--- src/rtl/icache_set_assoc_if.sv ---
// rtl/icache_set_assoc_if.sv - IFU fetch port and AXI4 read channels of the set-associative icache
// slave modport is the cache; master is the IFU plus read fabric around it.
interface icache_set_assoc_if #(
  parameter int ADDR_WIDTH = 32
);
  logic                  req_valid;
  logic                  req_ready;
  logic [ADDR_WIDTH-1:0] req_addr;
  logic                  resp_valid;
  logic [31:0]           resp_data;
  logic                  resp_err;
  logic                  fence_i;
  logic                  miss_pulse;

  logic [ADDR_WIDTH-1:0] M_AXI_ARADDR;
  logic                  M_AXI_ARVALID;
  logic                  M_AXI_ARREADY;
  logic [3:0]            M_AXI_ARID;
  logic [7:0]            M_AXI_ARLEN;
  logic [2:0]            M_AXI_ARSIZE;
  logic [1:0]            M_AXI_ARBURST;
  logic [31:0]           M_AXI_RDATA;
  logic [1:0]            M_AXI_RRESP;
  logic                  M_AXI_RLAST;
  logic [3:0]            M_AXI_RID;
  logic                  M_AXI_RVALID;
  logic                  M_AXI_RREADY;

  modport slave (
    input  req_valid, req_addr, fence_i,
    output req_ready, resp_valid, resp_data, resp_err, miss_pulse,
    output M_AXI_ARADDR, M_AXI_ARVALID, M_AXI_ARID, M_AXI_ARLEN, M_AXI_ARSIZE, M_AXI_ARBURST,
    input  M_AXI_ARREADY,
    input  M_AXI_RDATA, M_AXI_RRESP, M_AXI_RLAST, M_AXI_RID, M_AXI_RVALID,
    output M_AXI_RREADY
  );

  modport master (
    output req_valid, req_addr, fence_i,
    input  req_ready, resp_valid, resp_data, resp_err, miss_pulse,
    input  M_AXI_ARADDR, M_AXI_ARVALID, M_AXI_ARID, M_AXI_ARLEN, M_AXI_ARSIZE, M_AXI_ARBURST,
    output M_AXI_ARREADY,
    output M_AXI_RDATA, M_AXI_RRESP, M_AXI_RLAST, M_AXI_RID, M_AXI_RVALID,
    input  M_AXI_RREADY
  );
endinterface

--- src/rtl/icache_set_assoc.sv ---
// rtl/icache_set_assoc.sv - set-associative instruction cache with round-robin replacement and AXI4 burst refill
// Fence requests arriving while busy are deferred and applied on the transition back to IDLE.
module icache_set_assoc #(
  parameter int ADDR_WIDTH     = 32,
  parameter int SETS           = 4,
  parameter int WAYS           = 2,
  parameter int WORDS_PER_LINE = 8
) (
  input logic                clk_i,
  input logic                rst_i,
  icache_set_assoc_if.slave  bus
);
  localparam int OFF_W  = $clog2(WORDS_PER_LINE * 4);
  localparam int WOFF_W = $clog2(WORDS_PER_LINE);
  localparam int IDX_W  = $clog2(SETS);
  localparam int TAG_W  = ADDR_WIDTH - OFF_W - IDX_W;
  localparam int WAY_W  = (WAYS > 1) ? $clog2(WAYS) : 1;

  typedef enum logic [2:0] {S_IDLE, S_LOOKUP, S_AR, S_R, S_RESP} state_t;

  state_t                state_q;
  logic [ADDR_WIDTH-1:0] addr_q;
  logic [WAYS-1:0]       valid_q [SETS];
  logic [TAG_W-1:0]      tag_q   [SETS][WAYS];
  logic [31:0]           data_q  [SETS][WAYS][WORDS_PER_LINE];
  logic [WAY_W-1:0]      rr_q    [SETS];
  logic [WAY_W-1:0]      victim_q;
  logic                  victim_rr_q;
  logic [WOFF_W-1:0]     beat_q;
  logic                  err_q, fence_pend_q;
  logic                  req_ready_q, resp_valid_q, resp_err_q, miss_q, arvalid_q, rready_q;
  logic [31:0]           resp_data_q;

  logic [WOFF_W-1:0] off;
  logic [IDX_W-1:0]  idx;
  logic [TAG_W-1:0]  tag;
  assign off = addr_q[OFF_W-1:2];
  assign idx = addr_q[OFF_W+IDX_W-1:OFF_W];
  assign tag = addr_q[ADDR_WIDTH-1:OFF_W+IDX_W];

  logic             hit, victim_rr_d, beat_err_d, last_err_d;
  logic [31:0]      hit_word;
  logic [WAY_W-1:0] victim_d;

  always_comb begin
    hit         = 1'b0;
    hit_word    = '0;
    victim_d    = rr_q[idx];
    victim_rr_d = 1'b1;
    for (int w = 0; w < WAYS; w++) begin
      if (valid_q[idx][w] && tag_q[idx][w] == tag) begin
        hit      = 1'b1;
        hit_word = data_q[idx][w][off];
      end
    end
    // Descending scan so the lowest invalid way wins.
    for (int w = WAYS - 1; w >= 0; w--) begin
      if (!valid_q[idx][w]) begin
        victim_d    = WAY_W'(w);
        victim_rr_d = 1'b0;
      end
    end
  end

  assign beat_err_d = err_q | (bus.M_AXI_RRESP != 2'b00);
  assign last_err_d = beat_err_d | (beat_q != WOFF_W'(WORDS_PER_LINE - 1));

  always_ff @(posedge clk_i) begin
    if (!rst_i) begin
      if (state_q == S_LOOKUP && !hit) tag_q[idx][victim_d] <= tag;
      if (state_q == S_R && bus.M_AXI_RVALID) data_q[idx][victim_q][beat_q] <= bus.M_AXI_RDATA;
    end
  end

  always_ff @(posedge clk_i) begin
    if (rst_i) begin
      state_q      <= S_IDLE;
      addr_q       <= '0;
      victim_q     <= '0;
      victim_rr_q  <= 1'b0;
      beat_q       <= '0;
      err_q        <= 1'b0;
      fence_pend_q <= 1'b0;
      req_ready_q  <= 1'b1;
      resp_valid_q <= 1'b0;
      resp_data_q  <= '0;
      resp_err_q   <= 1'b0;
      miss_q       <= 1'b0;
      arvalid_q    <= 1'b0;
      rready_q     <= 1'b0;
      for (int s = 0; s < SETS; s++) begin
        valid_q[s] <= '0;
        rr_q[s]    <= '0;
      end
    end else begin
      resp_valid_q <= 1'b0;
      miss_q       <= 1'b0;
      if (bus.fence_i && state_q != S_IDLE) fence_pend_q <= 1'b1;
      case (state_q)
        S_IDLE: begin
          if (bus.fence_i) begin
            for (int s = 0; s < SETS; s++) valid_q[s] <= '0;
          end else if (bus.req_valid) begin
            addr_q      <= bus.req_addr;
            req_ready_q <= 1'b0;
            state_q     <= S_LOOKUP;
          end
        end
        S_LOOKUP: begin
          if (hit) begin
            resp_valid_q <= 1'b1;
            resp_data_q  <= hit_word;
            resp_err_q   <= 1'b0;
            req_ready_q  <= 1'b1;
            state_q      <= S_IDLE;
            if (fence_pend_q || bus.fence_i) begin
              for (int s = 0; s < SETS; s++) valid_q[s] <= '0;
              fence_pend_q <= 1'b0;
            end
          end else begin
            miss_q               <= 1'b1;
            victim_q             <= victim_d;
            victim_rr_q          <= victim_rr_d;
            valid_q[idx][victim_d] <= 1'b0;
            err_q                <= 1'b0;
            beat_q               <= '0;
            arvalid_q            <= 1'b1;
            state_q              <= S_AR;
          end
        end
        S_AR: begin
          if (bus.M_AXI_ARREADY) begin
            arvalid_q <= 1'b0;
            rready_q  <= 1'b1;
            state_q   <= S_R;
          end
        end
        S_R: begin
          if (bus.M_AXI_RVALID) begin
            beat_q <= beat_q + WOFF_W'(1);
            err_q  <= beat_err_d;
            if (bus.M_AXI_RLAST) begin
              // A short burst leaves part of the line stale, so it is reported as an error.
              err_q        <= last_err_d;
              beat_q       <= '0;
              rready_q     <= 1'b0;
              resp_valid_q <= 1'b1;
              resp_err_q   <= last_err_d;
              resp_data_q  <= (beat_q == off) ? bus.M_AXI_RDATA : data_q[idx][victim_q][off];
              state_q      <= S_RESP;
            end
          end
        end
        S_RESP: begin
          if (!err_q) valid_q[idx][victim_q] <= 1'b1;
          if (victim_rr_q) rr_q[idx] <= (WAYS > 1) ? rr_q[idx] + WAY_W'(1) : '0;
          req_ready_q <= 1'b1;
          state_q     <= S_IDLE;
          if (fence_pend_q || bus.fence_i) begin
            for (int s = 0; s < SETS; s++) valid_q[s] <= '0;
            fence_pend_q <= 1'b0;
          end
        end
        default: state_q <= S_IDLE;
      endcase
    end
  end

  assign bus.req_ready     = req_ready_q & ~bus.fence_i;
  assign bus.resp_valid    = resp_valid_q;
  assign bus.resp_data     = resp_data_q;
  assign bus.resp_err      = resp_err_q;
  assign bus.miss_pulse    = miss_q;
  assign bus.M_AXI_ARADDR  = {addr_q[ADDR_WIDTH-1:OFF_W], {OFF_W{1'b0}}};
  assign bus.M_AXI_ARVALID = arvalid_q;
  assign bus.M_AXI_ARID    = 4'd0;
  assign bus.M_AXI_ARLEN   = 8'(WORDS_PER_LINE - 1);
  assign bus.M_AXI_ARSIZE  = 3'b010;
  assign bus.M_AXI_ARBURST = 2'b01;
  assign bus.M_AXI_RREADY  = rready_q;

  logic unused_ok;
  assign unused_ok = ^{bus.M_AXI_RID, addr_q[1:0]};
endmodule

--- src/flat_wrapper.sv ---
// flat-port wrapper written by rule: the top's interface ports become plain ports
module icache_set_assoc_flat 
#(
  parameter int ADDR_WIDTH     = 32,
  parameter int SETS           = 4,
  parameter int WAYS           = 2,
  parameter int WORDS_PER_LINE = 8
)
  (clk_i, rst_i, bus_req_valid, bus_req_addr, bus_fence_i, bus_req_ready, bus_resp_valid, bus_resp_data, bus_resp_err, bus_miss_pulse, bus_M_AXI_ARADDR, bus_M_AXI_ARVALID, bus_M_AXI_ARID, bus_M_AXI_ARLEN, bus_M_AXI_ARSIZE, bus_M_AXI_ARBURST, bus_M_AXI_ARREADY, bus_M_AXI_RDATA, bus_M_AXI_RRESP, bus_M_AXI_RLAST, bus_M_AXI_RID, bus_M_AXI_RVALID, bus_M_AXI_RREADY);
  icache_set_assoc_if #(.ADDR_WIDTH(ADDR_WIDTH)) bus_i ();
  input logic clk_i;
  input logic rst_i;
  input wire logic [$bits(bus_i.req_valid)-1:0] bus_req_valid;
  input wire logic [$bits(bus_i.req_addr)-1:0] bus_req_addr;
  input wire logic [$bits(bus_i.fence_i)-1:0] bus_fence_i;
  output wire logic [$bits(bus_i.req_ready)-1:0] bus_req_ready;
  output wire logic [$bits(bus_i.resp_valid)-1:0] bus_resp_valid;
  output wire logic [$bits(bus_i.resp_data)-1:0] bus_resp_data;
  output wire logic [$bits(bus_i.resp_err)-1:0] bus_resp_err;
  output wire logic [$bits(bus_i.miss_pulse)-1:0] bus_miss_pulse;
  output wire logic [$bits(bus_i.M_AXI_ARADDR)-1:0] bus_M_AXI_ARADDR;
  output wire logic [$bits(bus_i.M_AXI_ARVALID)-1:0] bus_M_AXI_ARVALID;
  output wire logic [$bits(bus_i.M_AXI_ARID)-1:0] bus_M_AXI_ARID;
  output wire logic [$bits(bus_i.M_AXI_ARLEN)-1:0] bus_M_AXI_ARLEN;
  output wire logic [$bits(bus_i.M_AXI_ARSIZE)-1:0] bus_M_AXI_ARSIZE;
  output wire logic [$bits(bus_i.M_AXI_ARBURST)-1:0] bus_M_AXI_ARBURST;
  input wire logic [$bits(bus_i.M_AXI_ARREADY)-1:0] bus_M_AXI_ARREADY;
  input wire logic [$bits(bus_i.M_AXI_RDATA)-1:0] bus_M_AXI_RDATA;
  input wire logic [$bits(bus_i.M_AXI_RRESP)-1:0] bus_M_AXI_RRESP;
  input wire logic [$bits(bus_i.M_AXI_RLAST)-1:0] bus_M_AXI_RLAST;
  input wire logic [$bits(bus_i.M_AXI_RID)-1:0] bus_M_AXI_RID;
  input wire logic [$bits(bus_i.M_AXI_RVALID)-1:0] bus_M_AXI_RVALID;
  output wire logic [$bits(bus_i.M_AXI_RREADY)-1:0] bus_M_AXI_RREADY;
  assign bus_i.req_valid = bus_req_valid;
  assign bus_i.req_addr = bus_req_addr;
  assign bus_i.fence_i = bus_fence_i;
  assign bus_req_ready = bus_i.req_ready;
  assign bus_resp_valid = bus_i.resp_valid;
  assign bus_resp_data = bus_i.resp_data;
  assign bus_resp_err = bus_i.resp_err;
  assign bus_miss_pulse = bus_i.miss_pulse;
  assign bus_M_AXI_ARADDR = bus_i.M_AXI_ARADDR;
  assign bus_M_AXI_ARVALID = bus_i.M_AXI_ARVALID;
  assign bus_M_AXI_ARID = bus_i.M_AXI_ARID;
  assign bus_M_AXI_ARLEN = bus_i.M_AXI_ARLEN;
  assign bus_M_AXI_ARSIZE = bus_i.M_AXI_ARSIZE;
  assign bus_M_AXI_ARBURST = bus_i.M_AXI_ARBURST;
  assign bus_i.M_AXI_ARREADY = bus_M_AXI_ARREADY;
  assign bus_i.M_AXI_RDATA = bus_M_AXI_RDATA;
  assign bus_i.M_AXI_RRESP = bus_M_AXI_RRESP;
  assign bus_i.M_AXI_RLAST = bus_M_AXI_RLAST;
  assign bus_i.M_AXI_RID = bus_M_AXI_RID;
  assign bus_i.M_AXI_RVALID = bus_M_AXI_RVALID;
  assign bus_M_AXI_RREADY = bus_i.M_AXI_RREADY;
  icache_set_assoc #(.ADDR_WIDTH(ADDR_WIDTH), .SETS(SETS), .WAYS(WAYS), .WORDS_PER_LINE(WORDS_PER_LINE)) u_core (.clk_i(clk_i), .rst_i(rst_i), .bus(bus_i));
endmodule
--- config.mk ---
export PLATFORM = sky130hd
export DESIGN_NAME = icache_set_assoc_flat
export DESIGN_NICKNAME = d
export VERILOG_FILES = /design/src/rtl/icache_set_assoc_if.sv /design/src/rtl/icache_set_assoc.sv /design/src/flat_wrapper.sv
export SDC_FILE = /design/constraint.sdc
export NUM_CORES = 2
export LEC_CHECK = 0
export ABC_AREA = 1
export BUFFER_PORTS_ARGS = -buffer_cell sky130_fd_sc_hd__buf_2
export CAP_MARGIN = 5
export CORE_ASPECT_RATIO = 0.6
export CORE_MARGIN = 2
export CORE_UTILIZATION = 55
export CTS_BUF_LIST = sky130_fd_sc_hd__clkbuf_2 sky130_fd_sc_hd__clkbuf_4 sky130_fd_sc_hd__clkbuf_8
export DETAILED_ROUTE_END_ITERATION = 10
export PLACE_DENSITY_LB_ADDON = 0.05
export SYNTH_ARGS = -nofsm -noshare
export SYNTH_HDL_FRONTEND = slang
export SYNTH_SLANG_ARGS = --single-unit
--- constraint.sdc ---
create_clock -name clk_i -period 4.45 [get_ports clk_i]
set_input_delay 0 -clock clk_i [delete_from_list [all_inputs] [get_ports clk_i]]
set_output_delay 0 -clock clk_i [all_outputs]
set_load 0.05 [all_outputs]
==> flow_summary.yaml <==
placed_design:
  place_worst_setup_slack_ps: 296.6
  buffer_ports.inserted: 135
  post_placement_cell_area_mm2: 0.1005
  dpl.hpwl_um: 169500
  gp_congestion: 0.9516
power_and_ir_drop:
  pwr_density_cell_mw_per_mm2: 439.5
  p_leak_nw: 37.74
  max-vdd-ir-drop_uv: 303.2
worst_hold_path:
  timing.hold.worst.class: "input pin to flip-flop"
status:
  outcome: "finished clean"
timing:
  layout_setup_ws_ps: 296.9
  max-slew-margin-rel_pct: 21.22
  maxClockFrequency_ghz: 0.2408
  timing.clock.skew_ps: 35.55
  setup-violations-final: 0
  setup_repair_after_global_routing_missed_its_margin: "no"
  setup_tns_ps: 0
  final_max_slew_viol_count: 0
  worst_slew_pin_slew_ps: 1182
  final_min_period_over_clock_period_pct: 93.33
  timing.final.crit_period_ps: 4153
  final_hold_viol_count: 0
worst_setup_path:
  most_prevalent_standard_cell_on_the_critical_path: "sky130_fd_sc_hd__nand2_1"
  critPathMaxFanout: 89
  crit_chain: "inv_8, nand2_1, nand3_1, nand2_1, nand2_1, nand2_1, nor2_1, nand2_1, nor2_1, nand2_1, nor2_4, nor2_1, buf_4, nand4_1, nor2_2, buf_4"
  critPathKind: "flip-flop to flip-flop"
  kind_of_end_point_of_the_critical_path: "flip-flop"
  timing.critical_path.required_ps: 5080
  start_kind: "flip-flop"
  worst_path_max_delay_cell: "sky130_fd_sc_hd__nor2_4"
  worst-r2r-setup-slack_ps: 300
  max_stage_delay_ps: 520
  timing.critical_path.arrival_ps: 4790
clocking:
  clock_tree.htree_level_count: 5
  clkLatencyLatePin_ps: 960
  clock_sinks: 2340
  cts_setup_buffers: 0
  numCtsBuffers: 345
  cts.root.buffer_cell: "sky130_fd_sc_hd__clkbuf_8"
  worst_setup_hold_path_clk_slew_ps: 60
  clockBufferDepth: 4
  tritoncts: "done"
floorplanning:
  initial_core_utilization_pct: 55.23
  die_w_um: 545.1
  die_height_um: 328.7
  coreArea_mm2: 0.1749
  rows: 119
  num_io_pins: 164
  die-area_mm2: 0.1792
final_layout:
  final_layout_size_suffix_gt1_share_pct: 11.32
  commonest_non_fill_non_tap_cells_in_the_layout: "sky130_fd_sc_hd__edfxtp_1, sky130_fd_sc_hd__nand2_1, sky130_fd_sc_hd__nor2_1, sky130_fd_sc_hd__o21ai_0, sky130_fd_sc_hd__nand3_1"
  final_nets: 8679
  finish.instance_area_mm2: 0.1085
  layout_commonest_cell: "sky130_fd_sc_hd__edfxtp_1"
  synthToLayoutAreaGrowth_pct: 12.31
global_route:
  initial_antenna_violation_count: 10
  grt_pass1_vias: 61607
  grt_start_max_net_pins: 184
  grt_use_total_pct: 32.98
  global_route_wire_length_before_repair_um: 432500
  grt_overflow: 0
drt:
  drtIter0Drc: 10583
  firstDrtPassIters: 8
  postRouteWirelength_um: 301500
  avgRoutedWirePerCell_um: 26.86
  drt-vias-per-instance: 6.065
  drc: 0
  via_count: 68077
  drt.antenna.violating_nets: 0
synthesis:
  synthesis.area_per_instance_um2: 11.59
  post_synthesis_cell_count: 8334
  synth_warnings: 0
  yosys_register_bits: 2340
  synth_top_area_share_pct: 70.23
  synth_sequential_area_ratio_pct: 71.89
  synth_area_leaders: "sky130_fd_sc_hd__edfxtp_1, sky130_fd_sc_hd__o21ai_0, sky130_fd_sc_hd__nor2_1"
  post_synth_num_cell_types: 37
  synth_area_mm2: 0.09663
  yosysTopAreaCell: "sky130_fd_sc_hd__edfxtp_1"
run:
  maxCapViolCount: 0
## cell type report
type,count,area (um^2)
clock inverters,116,659.4
multi-input cells,5218,24230
inverters,190,744.5
fillers,13924,66420
clock buffers,491,5957
well taps,2359,2952
repair buffers,505,4477
diodes,6,15.01
flip-flops and latches,2340,69490
## synthesized netlist by cell type (all sizes together)
cell    instances
nand2        1397
clkinv          4
o211ai        228
and3            2
and2            6
nor3           12
a211oi          3
clkbuf        273
inv           186
o21bai          1
o21ai        1148
dfxtp          80
nor2         1402
a21oi          81
or2             6
edfxtp       2260
a32oi           1
o221ai         57
ha              2
o31ai           1
o22ai         171
nand4          16
nand3         655
xnor2           3
nand3b          3
conb            2
xor2            1
buf           333
## flip-flops by register name (all words and copies together) (netlist names), 3 cells and up, named ones only
register	cells
u_core.beat_q	3
u_core.rr_q	4
u_core.tag_q	200
u_core.valid_q	8
u_core.bus.resp_data	32
u_core.addr_q	30
u_core.data_q	2048
u_core.state_q	3
## through the flow
stage                     instances  hold slack, ps  utilization, %  power [W]
after floorplan                8354           98.87               -    0.02848
after global placement        10468           280.2           57.42    0.03070
after detailed placement      10468           283.8           57.42    0.03076
after CTS                     11219           5.996           62.02    0.04767
after global routing          11220           107.5           62.03    0.04925
final                         11225           80.70           62.03    0.04770
## cell families (layout without fill, tap and decap cells)
logic type                 count (synthesis)  in the layout  synth area share [%]
DFF                                     2340           2340                 71.89
buffers and inverters                    796           1302                 3.658
and+or+nand+nor                         3499           3499                 14.57
adders and majority gates                  2              2               0.02589
AOI/OAI and AO/OA                       1691           1691                 9.812
xor gates and xnor gates                   4              4               0.03626
other                                      2             28              0.007772
## where the power goes
group          switching (W)  internal (W)
Combinational        0.00446       0.00158
Clock                0.00827       0.00885
Sequential          0.000260        0.0243
## routing by layer
layer	up-vias	GRT usage [%]	routed length (um)	part of all wire, %
met5	-	0.8373	261	0.087
met4	10	9.306	7698	2.6
met3	504	8.805	39190	13
met2	4158	44.86	123000	41
met1	33150	51.74	131300	44
li1	30255	-	-	-
## path summary, 6_finish.rpt
| kind | startpoint | end | depth (start not counted) |
|---|---|---|---|
| setup reg to reg | flip-flop | u_core.tag_q[3][15] | 16 |
| setup / recovery | flip-flop | u_core.tag_q[3][15] | 16 |
| hold reg to reg | u_core.bus.M_AXI_ARVALID | u_core.bus.M_AXI_ARVALID | 2 |
| hold / removal | rst_i | u_core.victim_q | 5 |
## timing repair
action	4_1_cts	5_1_grt
resized for setup	0	1
endpoints found under the setup margin	0	187
endpoints found under the hold margin	2088	0
hold buffers	144	0
## critical path: cells and delay by family, from the launching register on
family                 cells  cell delay, ps
buffers and inverters      3             930
DFF                        1             420
and+or+nand+nor           13            2320
Power figures use the tool's default switching activity.
